**src/rtl/hilo_pkg.sv**
```systemverilog
// Shared types and sizing for the HI/LO multiply/divide sequencer.
package hilo_pkg;

    localparam int unsigned DATA_W      = 32;
    localparam int unsigned MUL_LAT_DEF = 2;
    localparam int unsigned DIV_LAT_DEF = 1;

    typedef enum logic [1:0] {
        IDLE     = 2'd0,
        MUL_BUSY = 2'd1,
        DIV_BUSY = 2'd2
    } state_e;

    // Operand bundle presented to the multiply/divide unit.
    typedef struct packed {
        logic              sel;
        logic [DATA_W-1:0] a;
        logic [DATA_W-1:0] b;
    } md_op_t;

    function automatic int unsigned cnt_width(input int unsigned mul_lat,
                                              input int unsigned div_lat);
        int unsigned m;
        m = (mul_lat > div_lat) ? mul_lat : div_lat;
        return $clog2(m + 1);
    endfunction

    localparam int unsigned CNT_W = cnt_width(MUL_LAT_DEF, DIV_LAT_DEF);

endpackage

```
**src/rtl/hilo_sequencer_if.sv**
```systemverilog
// Pipeline/unit-facing signal bundle of hilo_sequencer.
interface hilo_sequencer_if;
    import hilo_pkg::*;

    logic              start_i;
    logic              op_div_i;
    logic [DATA_W-1:0] op_a_i;
    logic [DATA_W-1:0] op_b_i;
    logic              wr_hi_i;
    logic              wr_lo_i;
    logic [DATA_W-1:0] wdata_i;
    logic              rd_hi_i;
    logic              rd_lo_i;
    logic              flush_i;
    logic [DATA_W-1:0] rdata_o;
    logic              stall_o;
    logic              busy_o;
    logic              done_o;
    logic [DATA_W-1:0] md_a_o;
    logic [DATA_W-1:0] md_b_o;
    logic              md_en_o;
    logic              md_sel_o;
    logic [DATA_W-1:0] md_high_i;
    logic [DATA_W-1:0] md_low_i;

    modport slave (
        input  start_i, op_div_i, op_a_i, op_b_i, wr_hi_i, wr_lo_i, wdata_i,
               rd_hi_i, rd_lo_i, flush_i, md_high_i, md_low_i,
        output rdata_o, stall_o, busy_o, done_o, md_a_o, md_b_o, md_en_o, md_sel_o
    );

    modport master (
        output start_i, op_div_i, op_a_i, op_b_i, wr_hi_i, wr_lo_i, wdata_i,
               rd_hi_i, rd_lo_i, flush_i, md_high_i, md_low_i,
        input  rdata_o, stall_o, busy_o, done_o, md_a_o, md_b_o, md_en_o, md_sel_o
    );

endinterface

```
**src/rtl/hilo_lat_counter.sv**
```systemverilog
// Loadable down-counter timing the multiply/divide latency; zero_o flags the capture cycle.
module hilo_lat_counter #(
    parameter int unsigned W = 2
) (
    input  logic         clk,
    input  logic         rst,
    input  logic         load_i,
    input  logic         dec_i,
    input  logic [W-1:0] load_val_i,
    output logic         zero_o
);

    logic [W-1:0] cnt_q;
    logic [W-1:0] cnt_d;

    always_comb begin
        cnt_d = cnt_q;
        if (load_i) begin
            cnt_d = load_val_i;
        end else if (dec_i && (cnt_q != '0)) begin
            cnt_d = cnt_q - W'(1);
        end
    end

    always_ff @(posedge clk) begin
        if (rst) begin
            cnt_q <= '0;
        end else begin
            cnt_q <= cnt_d;
        end
    end

    assign zero_o = (cnt_q == '0);

endmodule

```
**src/rtl/hilo_sequencer.sv**
```systemverilog
// Sequences MULT/DIV through the external unit and owns the HI/LO registers.
// Optional HILO_FWD_EN: MFHI/MFLO are served from the unit outputs during the capture cycle.
module hilo_sequencer
    import hilo_pkg::*;
#(
    parameter int unsigned MUL_LAT = MUL_LAT_DEF,
    parameter int unsigned DIV_LAT = DIV_LAT_DEF
) (
    input logic             clk,
    input logic             rst,
    hilo_sequencer_if.slave bus
);

    localparam int unsigned CW_REQ = cnt_width(MUL_LAT, DIV_LAT);
    localparam int unsigned CW     = (CW_REQ > CNT_W) ? CW_REQ : CNT_W;
    localparam logic [CW-1:0] MUL_LOAD = CW'(MUL_LAT - 1);
    localparam logic [CW-1:0] DIV_LOAD = CW'(DIV_LAT - 1);

    state_e            state_q, state_d;
    logic [DATA_W-1:0] hi_q, hi_d;
    logic [DATA_W-1:0] lo_q, lo_d;
    md_op_t            op_q, op_d;
    logic              done_q, done_d;

    logic              cnt_load;
    logic              cnt_dec;
    logic [CW-1:0]     cnt_val;
    logic              cnt_zero;
    logic              busy_c;
    logic              capture_c;
    logic              rd_any_c;
    logic              rd_stall_c;

    hilo_lat_counter #(.W(CW)) u_lat_counter (
        .clk        (clk),
        .rst        (rst),
        .load_i     (cnt_load),
        .dec_i      (cnt_dec),
        .load_val_i (cnt_val),
        .zero_o     (cnt_zero)
    );

    // Next-state: accept in IDLE (start beats MTHI/MTLO), count down, capture or squash.
    always_comb begin
        state_d  = state_q;
        hi_d     = hi_q;
        lo_d     = lo_q;
        op_d     = op_q;
        done_d   = 1'b0;
        cnt_load = 1'b0;
        cnt_dec  = 1'b0;
        cnt_val  = MUL_LOAD;
        case (state_q)
            IDLE: begin
                if (!bus.flush_i) begin
                    if (bus.start_i) begin
                        op_d     = '{sel: bus.op_div_i, a: bus.op_a_i, b: bus.op_b_i};
                        cnt_load = 1'b1;
                        cnt_val  = bus.op_div_i ? DIV_LOAD : MUL_LOAD;
                        state_d  = bus.op_div_i ? DIV_BUSY : MUL_BUSY;
                    end else begin
                        if (bus.wr_hi_i) hi_d = bus.wdata_i;
                        if (bus.wr_lo_i) lo_d = bus.wdata_i;
                    end
                end
            end
            MUL_BUSY, DIV_BUSY: begin
                if (bus.flush_i) begin
                    state_d = IDLE;
                end else if (cnt_zero) begin
                    hi_d    = bus.md_high_i;
                    lo_d    = bus.md_low_i;
                    done_d  = 1'b1;
                    state_d = IDLE;
                end else begin
                    cnt_dec = 1'b1;
                end
            end
            default: state_d = IDLE;
        endcase
    end

    always_ff @(posedge clk) begin
        if (rst) begin
            state_q <= IDLE;
            hi_q    <= '0;
            lo_q    <= '0;
            op_q    <= '0;
            done_q  <= 1'b0;
        end else begin
            state_q <= state_d;
            hi_q    <= hi_d;
            lo_q    <= lo_d;
            op_q    <= op_d;
            done_q  <= done_d;
        end
    end

    assign busy_c    = (state_q != IDLE);
    assign capture_c = busy_c && cnt_zero;
    assign rd_any_c  = bus.rd_hi_i || bus.rd_lo_i;

`ifdef HILO_FWD_EN
    assign rd_stall_c  = rd_any_c && !capture_c;
    assign bus.rdata_o = capture_c ? (bus.rd_hi_i ? bus.md_high_i : bus.md_low_i)
                                   : (bus.rd_hi_i ? hi_q : lo_q);
`else
    assign rd_stall_c  = rd_any_c;
    assign bus.rdata_o = bus.rd_hi_i ? hi_q : lo_q;
`endif

    assign bus.stall_o  = busy_c && (bus.start_i || bus.wr_hi_i || bus.wr_lo_i || rd_stall_c);
    assign bus.busy_o   = busy_c;
    assign bus.done_o   = done_q;
    assign bus.md_a_o   = op_q.a;
    assign bus.md_b_o   = op_q.b;
    assign bus.md_sel_o = op_q.sel;
    assign bus.md_en_o  = busy_c;

endmodule

```
**src/flat_wrapper.sv**
```systemverilog
// flat-port wrapper written by rule: the top's interface ports become plain ports
module hilo_sequencer_flat import hilo_pkg::*;
#(
    parameter int unsigned MUL_LAT = MUL_LAT_DEF,
    parameter int unsigned DIV_LAT = DIV_LAT_DEF
)
  (clk, rst, bus_start_i, bus_op_div_i, bus_op_a_i, bus_op_b_i, bus_wr_hi_i, bus_wr_lo_i, bus_wdata_i, bus_rd_hi_i, bus_rd_lo_i, bus_flush_i, bus_md_high_i, bus_md_low_i, bus_rdata_o, bus_stall_o, bus_busy_o, bus_done_o, bus_md_a_o, bus_md_b_o, bus_md_en_o, bus_md_sel_o);
  hilo_sequencer_if bus_i ();
  input logic clk;
  input logic rst;
  input wire logic [$bits(bus_i.start_i)-1:0] bus_start_i;
  input wire logic [$bits(bus_i.op_div_i)-1:0] bus_op_div_i;
  input wire logic [$bits(bus_i.op_a_i)-1:0] bus_op_a_i;
  input wire logic [$bits(bus_i.op_b_i)-1:0] bus_op_b_i;
  input wire logic [$bits(bus_i.wr_hi_i)-1:0] bus_wr_hi_i;
  input wire logic [$bits(bus_i.wr_lo_i)-1:0] bus_wr_lo_i;
  input wire logic [$bits(bus_i.wdata_i)-1:0] bus_wdata_i;
  input wire logic [$bits(bus_i.rd_hi_i)-1:0] bus_rd_hi_i;
  input wire logic [$bits(bus_i.rd_lo_i)-1:0] bus_rd_lo_i;
  input wire logic [$bits(bus_i.flush_i)-1:0] bus_flush_i;
  input wire logic [$bits(bus_i.md_high_i)-1:0] bus_md_high_i;
  input wire logic [$bits(bus_i.md_low_i)-1:0] bus_md_low_i;
  output wire logic [$bits(bus_i.rdata_o)-1:0] bus_rdata_o;
  output wire logic [$bits(bus_i.stall_o)-1:0] bus_stall_o;
  output wire logic [$bits(bus_i.busy_o)-1:0] bus_busy_o;
  output wire logic [$bits(bus_i.done_o)-1:0] bus_done_o;
  output wire logic [$bits(bus_i.md_a_o)-1:0] bus_md_a_o;
  output wire logic [$bits(bus_i.md_b_o)-1:0] bus_md_b_o;
  output wire logic [$bits(bus_i.md_en_o)-1:0] bus_md_en_o;
  output wire logic [$bits(bus_i.md_sel_o)-1:0] bus_md_sel_o;
  assign bus_i.start_i = bus_start_i;
  assign bus_i.op_div_i = bus_op_div_i;
  assign bus_i.op_a_i = bus_op_a_i;
  assign bus_i.op_b_i = bus_op_b_i;
  assign bus_i.wr_hi_i = bus_wr_hi_i;
  assign bus_i.wr_lo_i = bus_wr_lo_i;
  assign bus_i.wdata_i = bus_wdata_i;
  assign bus_i.rd_hi_i = bus_rd_hi_i;
  assign bus_i.rd_lo_i = bus_rd_lo_i;
  assign bus_i.flush_i = bus_flush_i;
  assign bus_i.md_high_i = bus_md_high_i;
  assign bus_i.md_low_i = bus_md_low_i;
  assign bus_rdata_o = bus_i.rdata_o;
  assign bus_stall_o = bus_i.stall_o;
  assign bus_busy_o = bus_i.busy_o;
  assign bus_done_o = bus_i.done_o;
  assign bus_md_a_o = bus_i.md_a_o;
  assign bus_md_b_o = bus_i.md_b_o;
  assign bus_md_en_o = bus_i.md_en_o;
  assign bus_md_sel_o = bus_i.md_sel_o;
  hilo_sequencer #(.MUL_LAT(MUL_LAT), .DIV_LAT(DIV_LAT)) u_core (.clk(clk), .rst(rst), .bus(bus_i));
endmodule
```
**config.mk**
```make
export PLATFORM = sky130hd
export DESIGN_NAME = hilo_sequencer_flat
export DESIGN_NICKNAME = d
export VERILOG_FILES = /design/src/rtl/hilo_pkg.sv /design/src/rtl/hilo_sequencer_if.sv /design/src/rtl/hilo_lat_counter.sv /design/src/rtl/hilo_sequencer.sv /design/src/flat_wrapper.sv
export SDC_FILE = /design/constraint.sdc
export NUM_CORES = 1
export LEC_CHECK = 0
export BUFFER_PORTS_ARGS = -buffer_cell sky130_fd_sc_hd__buf_2
export CAP_MARGIN = 20
export CORE_MARGIN = 2
export CORE_UTILIZATION = 40
export DETAILED_ROUTE_END_ITERATION = 8
export GPL_TIMING_DRIVEN = 0
export PLACE_DENSITY = 0.75
export REMOVE_ABC_BUFFERS = 1
export SYNTH_ARGS = -nofsm -noshare
export SYNTH_HDL_FRONTEND = slang
export SYNTH_HIERARCHICAL = 1
export SYNTH_SLANG_ARGS = --single-unit
```
**constraint.sdc**
```tcl
create_clock -name clk -period 2.57 [get_ports clk]
set_input_delay 0.3855 -clock clk [delete_from_list [all_inputs] [get_ports clk]]
set_output_delay 0.3855 -clock clk [all_outputs]
set_load 0.01 [all_outputs]
```
Yosys cells after proc, flatten, opt, wreduce, memory -nomap -nowiden
Cells that the tools add are included.
- flip-flop bits (word level): 134
- bits in latches: 0
- memory bits (writable): 0
- bits in read-only memories: 0
- bits of input ports: 169
- logic and storage cells: 71
- memories kept: 0
- $add $sub $neg: 1
- $mul: 0
- divide/modulo/power cells: 0
- $lt $le $gt $ge: 0
- equal/unequal tests: 10
- shift-type cells: 0
- muxes and demuxes: 32
- bitwise gates (word level): 2
- reductions and logical operators: 18
- operators by type and width (operator ; number):
    32-bit two-way mux ; 11
    32-bit case mux with 2 select lines ; 2
    2-bit two-way mux ; 10
    2-bit != test, second input constant ; 6
    6-bit AND reduction ; 2
    1-bit two-way mux ; 8
    2-bit nonzero test ; 4
    3-bit AND reduction ; 2
    2-bit zero test ; 2
    1-bit logical OR ; 4
    2-bit case mux with 2 select lines ; 1
    3-bit by 2-bit != test with 1-bit output, second input constant ; 1
    3-bit OR reduction ; 1
    2-bit by 1-bit == test with 1-bit output, second input constant ; 1
    2-bit == test, second input constant ; 1
    1-bit logical AND ; 2
    2-bit by 1-bit != test with 1-bit output, second input constant ; 1
    1-bit NOT ; 2
    2-bit OR reduction ; 1
    2-bit by 1-bit subtractor with 2-bit output, second input constant ; 1

Longest topological paths before layout
- depth after elaboration: 7
- mapped depth: 8
- gate-level depth less buffers: 7

By module
The synthesis kept the hierarchy.
- by module, submodules not included (module ; instances ; cells an instance ; area an instance (um^2) ; sequential area each (um^2)):
    hilo_sequencer ; 1 ; 661 ; 5502.8 ; 2642.5
    hilo_lat_counter ; 1 ; 14 ; 126.4 ; 40.0

Worst setup path after synthesis
Ideal clock, no wire load.
- path type: register to register
- start: reg u_core.state_q[0]
- end: reg u_core.lo_q[15]
- arrival time: 1.689 ns
- required time: 2.479 ns
- path slack: 0.790 ns
- stages on the path, launching flop included: 8
- clock period less this slack: 1.780 ns
- cells stage by stage: dfxtp_1 inv_1 ha_1 mux2i_1 nor3_4 buf_2 nor2_1 a311oi_1
- longest elaborated chain between the ends: 4
- elaborated cells between the ends (all ways): 12
- RTL lines (what ; RTL line ; RTL):
    start: declaration ; hilo_sequencer.sv:19 ; state_e state_q, state_d;
    start signal: assignment ; hilo_sequencer.sv:91 ; state_q <= state_d;
    2-bit by 1-bit == test with 1-bit output / 2-bit == test (equally long branches) ; hilo_sequencer.sv:53 ; case (state_q)
    2-bit OR reduction ; hilo_sequencer.sv:53 ;
    2-bit by 1-bit != test with 1-bit output (no source line), or another cell as far along ; - ;
    6-bit AND reduction (no source line) ; - ;
    end signal: assignment ; hilo_sequencer.sv:93 ; lo_q <= lo_d;
    end: declaration ; hilo_sequencer.sv:21 ; logic [DATA_W-1:0] lo_q, lo_d;
Several ways; a longest one is shown, not always the timed one.
A chain may end at the register's enable or synchronous reset.

Worst setup path in the final report
- start: reg u_core.state_q[1]
- end: reg u_core.u_lat_counter.cnt_q[1]
- longest elaborated chain between the ends: 5
- elaborated cells between the ends (all ways): 10
- RTL lines (what ; RTL line ; RTL):
    2-bit by 1-bit == test with 1-bit output / 2-bit == test (equally long branches) ; hilo_sequencer.sv:53 ;
    2-bit OR reduction ; hilo_sequencer.sv:53 ;
    1-bit two-way mux ; hilo_sequencer.sv:53 ;
    1-bit logical AND ; hilo_lat_counter.sv:20 ; end else if (dec_i && (cnt_q != '0)) begin
    2-bit nonzero test (no source line) ; - ;
    end signal: assignment ; hilo_lat_counter.sv:29 ; cnt_q <= cnt_d;
    end: declaration ; hilo_lat_counter.sv:13 ; logic [W-1:0] cnt_q;
Several ways; a longest one is shown, not always the timed one.

==> run summary <==
Counting cells, the worst reg-to-reg path comes to 10. The later pin in the worst-skew pair is clocked with a latency of 0.41 ns. The dominant combinational cell family by area after synthesis is simple AND/OR/NAND/NOR gates. The number of hold buffers added after CTS was 0.

From synthesis to final layout, the design area changed by 40.9%. The analysis attributes to net switching a power of 1530 uW. The global routing usage summed across all routing layers is 0.209.

The H-tree was split into 4 levels. The number of vias per cell is 4.95. Of all nets on the critical path, the largest fanout is 53.

The share of the synthesized area in compound gates (AO/OA/AOI/OAI) is 0.164, and the mux contribution to synthesized area is 0.0891. The count of final hold-check violations came out at 0. The tools report the largest buffer count on any clock path as 2. Actual slew at the worst max-slew pin: 0.835 ns. The largest clock skew in the final design is 0.00552 ns. After routing, the total negative slack on setup checks comes to 0 ns. The tools report the total global routing overflow as 0.

The post-synthesis share of cell area spent on xor and xnor gates is 0.00156, and the number of CTS-inserted buffers is 17. The run gives 0.00563 mm2 as the combined area of all synthesized cells. The logs give 0 for the post-detailed-route DRC marker count and 235 for the number of DRC markers in iteration 0. The global-route wire length before repair came out at 24400 um. Post-synthesis share of cell area spent on and, or, nand and nor gates: 0.217. The remaining max-slew budget at the tightest pin was 0.444; the total core area was 0.0138 mm2. Detailed placement ended at an HPWL of 10900 um. Summed over all layers, the routed wires come to 15900 um. Max-cap violation count: 0. The logs give 1095 for the final-stage net count and 0.171 for the combinational cell fraction of total power. The data arrival time at the worst-slack endpoint was 2.64 ns.

The critical path is of the flip-flop to flip-flop type. In the layout the commonest cells are 268 x buf_2, 184 x nand2_1, 134 x dfxtp_1. For the reg2reg setup slack, the log shows 0.19 ns. For the final number of max-transition violations, the log shows 0. Port buffering added 269 buffers. The total of warnings raised by yosys was 6. The data required time of the critical path was 2.83 ns; the cell internal power dissipation was 4580 uW. The worst hold path belongs to the class input port to flip-flop. Number of antenna violations at the first check in global routing: 0. The share of post-route cells with drive strength above 1 works out to 0.382.

The per-cell routed wire length is 14.3 um, and the switching share of power is 0.251. The run gives 0.378 as the sequential cell fraction of total power. The run finished with clean final reports. Setup repair after global routing left no endpoint under its margin. The startpoint class of the critical path was a flip-flop.

The power density over cell area is 771 mW/mm2, and the via count of the routed design is 5514. The arithmetic-cell share of the synthesized area counting full adders, half adders and majority gates was 0.00667; the number of optimization iterations in the first detailed-route pass was 4. The routed design could run at a clock period as short as 2.38 ns. The proportion of synthesized chip area in sequential cells came out at 0.477. For the number of standard cells after synthesis, the log shows 675. The die is 123 um wide.

The largest net degree at the start of global routing was 70; the leakage power of the design was 0.00351 uW. The mean cell area of the mapped netlist was 8.34 um2; the highest ir drop seen on vdd was 0.410 mV. The logs give 0.451 for the relative contribution of the clock network to total power and 420 MHz for the fmax. Effective utilization at floorplan: 0.407.

The number of antenna diodes in the final layout is 0. Measured along the y axis, the die boundary spans 123 um. The logs give 270 for the I/O pin count and 43 for the row count. Power comes to 6120 uW. For the post-route antenna net violation count, the log shows 0. The synthesis-stage register bit count works out to 134. The share of the cycle needed by the critical path after routing is 0.926, and the number of unique standard cell types used by synthesis is 28. The tools report the full die area as 0.0150 mm2.

The setup violation total in the final timing report is 0. Leaving out fill and tap cells, the most frequent cell in the layout is buf_2. The count of cells along the worst hold path is 2. The sort of element at the end of the critical path was a flip-flop. Routability-driven placement finished with a final weighted congestion of 0.724. TritonCTS built the clock tree. The number of global-route vias before repair was 5068; the clock transition at the registers of the reported paths was 0.06 ns.

The clock root buffer master was clkbuf_16. The tree built by TritonCTS fans out to 134 sinks.
[worst paths after layout]
path                         start                             to
max              u_core/state_q[1]  u_core/u_lat_counter/cnt_q[1]
max reg2reg      u_core/state_q[1]  u_core/u_lat_counter/cnt_q[1]
min                    bus_flush_i              u_core/bus.done_o
min reg2reg  u_core/bus.md_a_o[24]          u_core/bus.md_a_o[24]
[power by group through the flow]
stage | registers, uW | logic [uW] | clock network (uW)
floorplan | 2370 | 542 | 0
global placement | 2350 | 968 | 0
detailed placement | 2360 | 998 | 0
CTS | 2310 | 1050 | 2810
global route | 2330 | 1170 | 2890
finish | 2310 | 1050 | 2760
[cell usage after synthesis]
library cell | number | area [um2]
a21o_1 | 2 | 15.0
mux2i_1 | 13 | 130
ha_1 | 3 | 37.5
buf_4 | 1 | 7.51
nor3_1 | 2 | 10.0
inv_1 | 7 | 26.3
nor2_1 | 68 | 255
a211oi_1 | 12 | 90.1
a211oi_2 | 1 | 12.5
a21oi_1 | 68 | 340
buf_2 | 9 | 45.0
nor4bb_1 | 1 | 10.0
nor3_4 | 2 | 32.5
clkbuf_1 | 43 | 161
nand3b_1 | 2 | 15.0
nand2_1 | 184 | 691
nor2b_4 | 1 | 13.8
o211ai_1 | 1 | 7.51
buf_1 | 3 | 11.3
or2_2 | 1 | 6.26
nor2b_1 | 2 | 12.5
a311oi_1 | 52 | 455
xnor2_1 | 1 | 8.76
conb_1 | 1 | 3.75
dfxtp_1 | 134 | 2680
nand2b_1 | 27 | 169
nor3b_1 | 1 | 7.51
mux2_2 | 33 | 372
[routing by layer]
metal / track usage / up-vias / routed length [um]
li1: - / 2805 / -
met1: 0.238 / 2486 / 6590
met2: 0.359 / 206 / 7580
met3: 0.0799 / 17 / 1540
met4: 0.0697 / 0 / 207
met5: 0 / - / 0
[registers in the layout (all words and copies together), names as in the netlist]
| register | cells |
|---|---|
| u_core/bus.md_a_o | 32 |
| u_core/bus.md_b_o | 32 |
| u_core/hi_q | 32 |
| u_core/lo_q | 32 |
| u_core/state_q | 2 |
| u_core/u_lat_counter/cnt_q | 2 |
| u_core/bus.done_o | 1 |
| u_core/bus.md_sel_o | 1 |
[critical path, stage by stage, from the launching register on]
cell      delay [ns]
dfxtp_1         0.30
inv_1           0.14
ha_1            0.27
nand3b_1        0.24
buf_8           0.24
buf_8           0.17
inv_2           0.24
buf_12          0.28
inv_1           0.12
o211ai_1        0.10
a21oi_1         0.09
[kinds of logic (layout without fill, tap and decap cells)]
logic type      count (synthesis)  in the layout
simple gates                  291            292
compound gates                136            136
flops                         134            134
buf+inv                        63            322
mux                            46             46
fa+ha+maj                       3              3
other cells                     1              1
xor+xnor                        1              1
[per-stage QoR]
stage / worst slack (ns) / std cells / hold WS [ns] / utilization / area (um2)
4_1_cts: 0.0967 / 1113 / 0.164 / 0.572 / 7910
5_1_grt: 0.0208 / 1115 / 0.198 / 0.573 / 7930
6_report: 0.189 / 1115 / 0.188 / 0.573 / 7930
2_1_floorplan: -1.54 / 619 / 0.450 / - / 5400
3_3_place_gp: -3.05 / 1068 / 0.439 / 0.504 / 6980
3_5_place_dp: -0.738 / 1077 / 0.443 / 0.518 / 7170
[final cells by class]
type	count	area (um2)
Fill cell	1259	5900
Multi-Input combinational cell	479	2720
Sequential cell	134	2680
Timing Repair Buffer	284	1600
Clock buffer	19	453
Tap cell	180	225
Clock inverter	12	224
Inverter	7	26.3
[repair_timing]
item,4_1_cts,5_1_grt
setup buffers,4,2
gates resized for setup,0,1
gates cloned,1,0
endpoints found under the setup margin,64,3
pin swaps,3,1
Power figures use the tool's default switching activity.
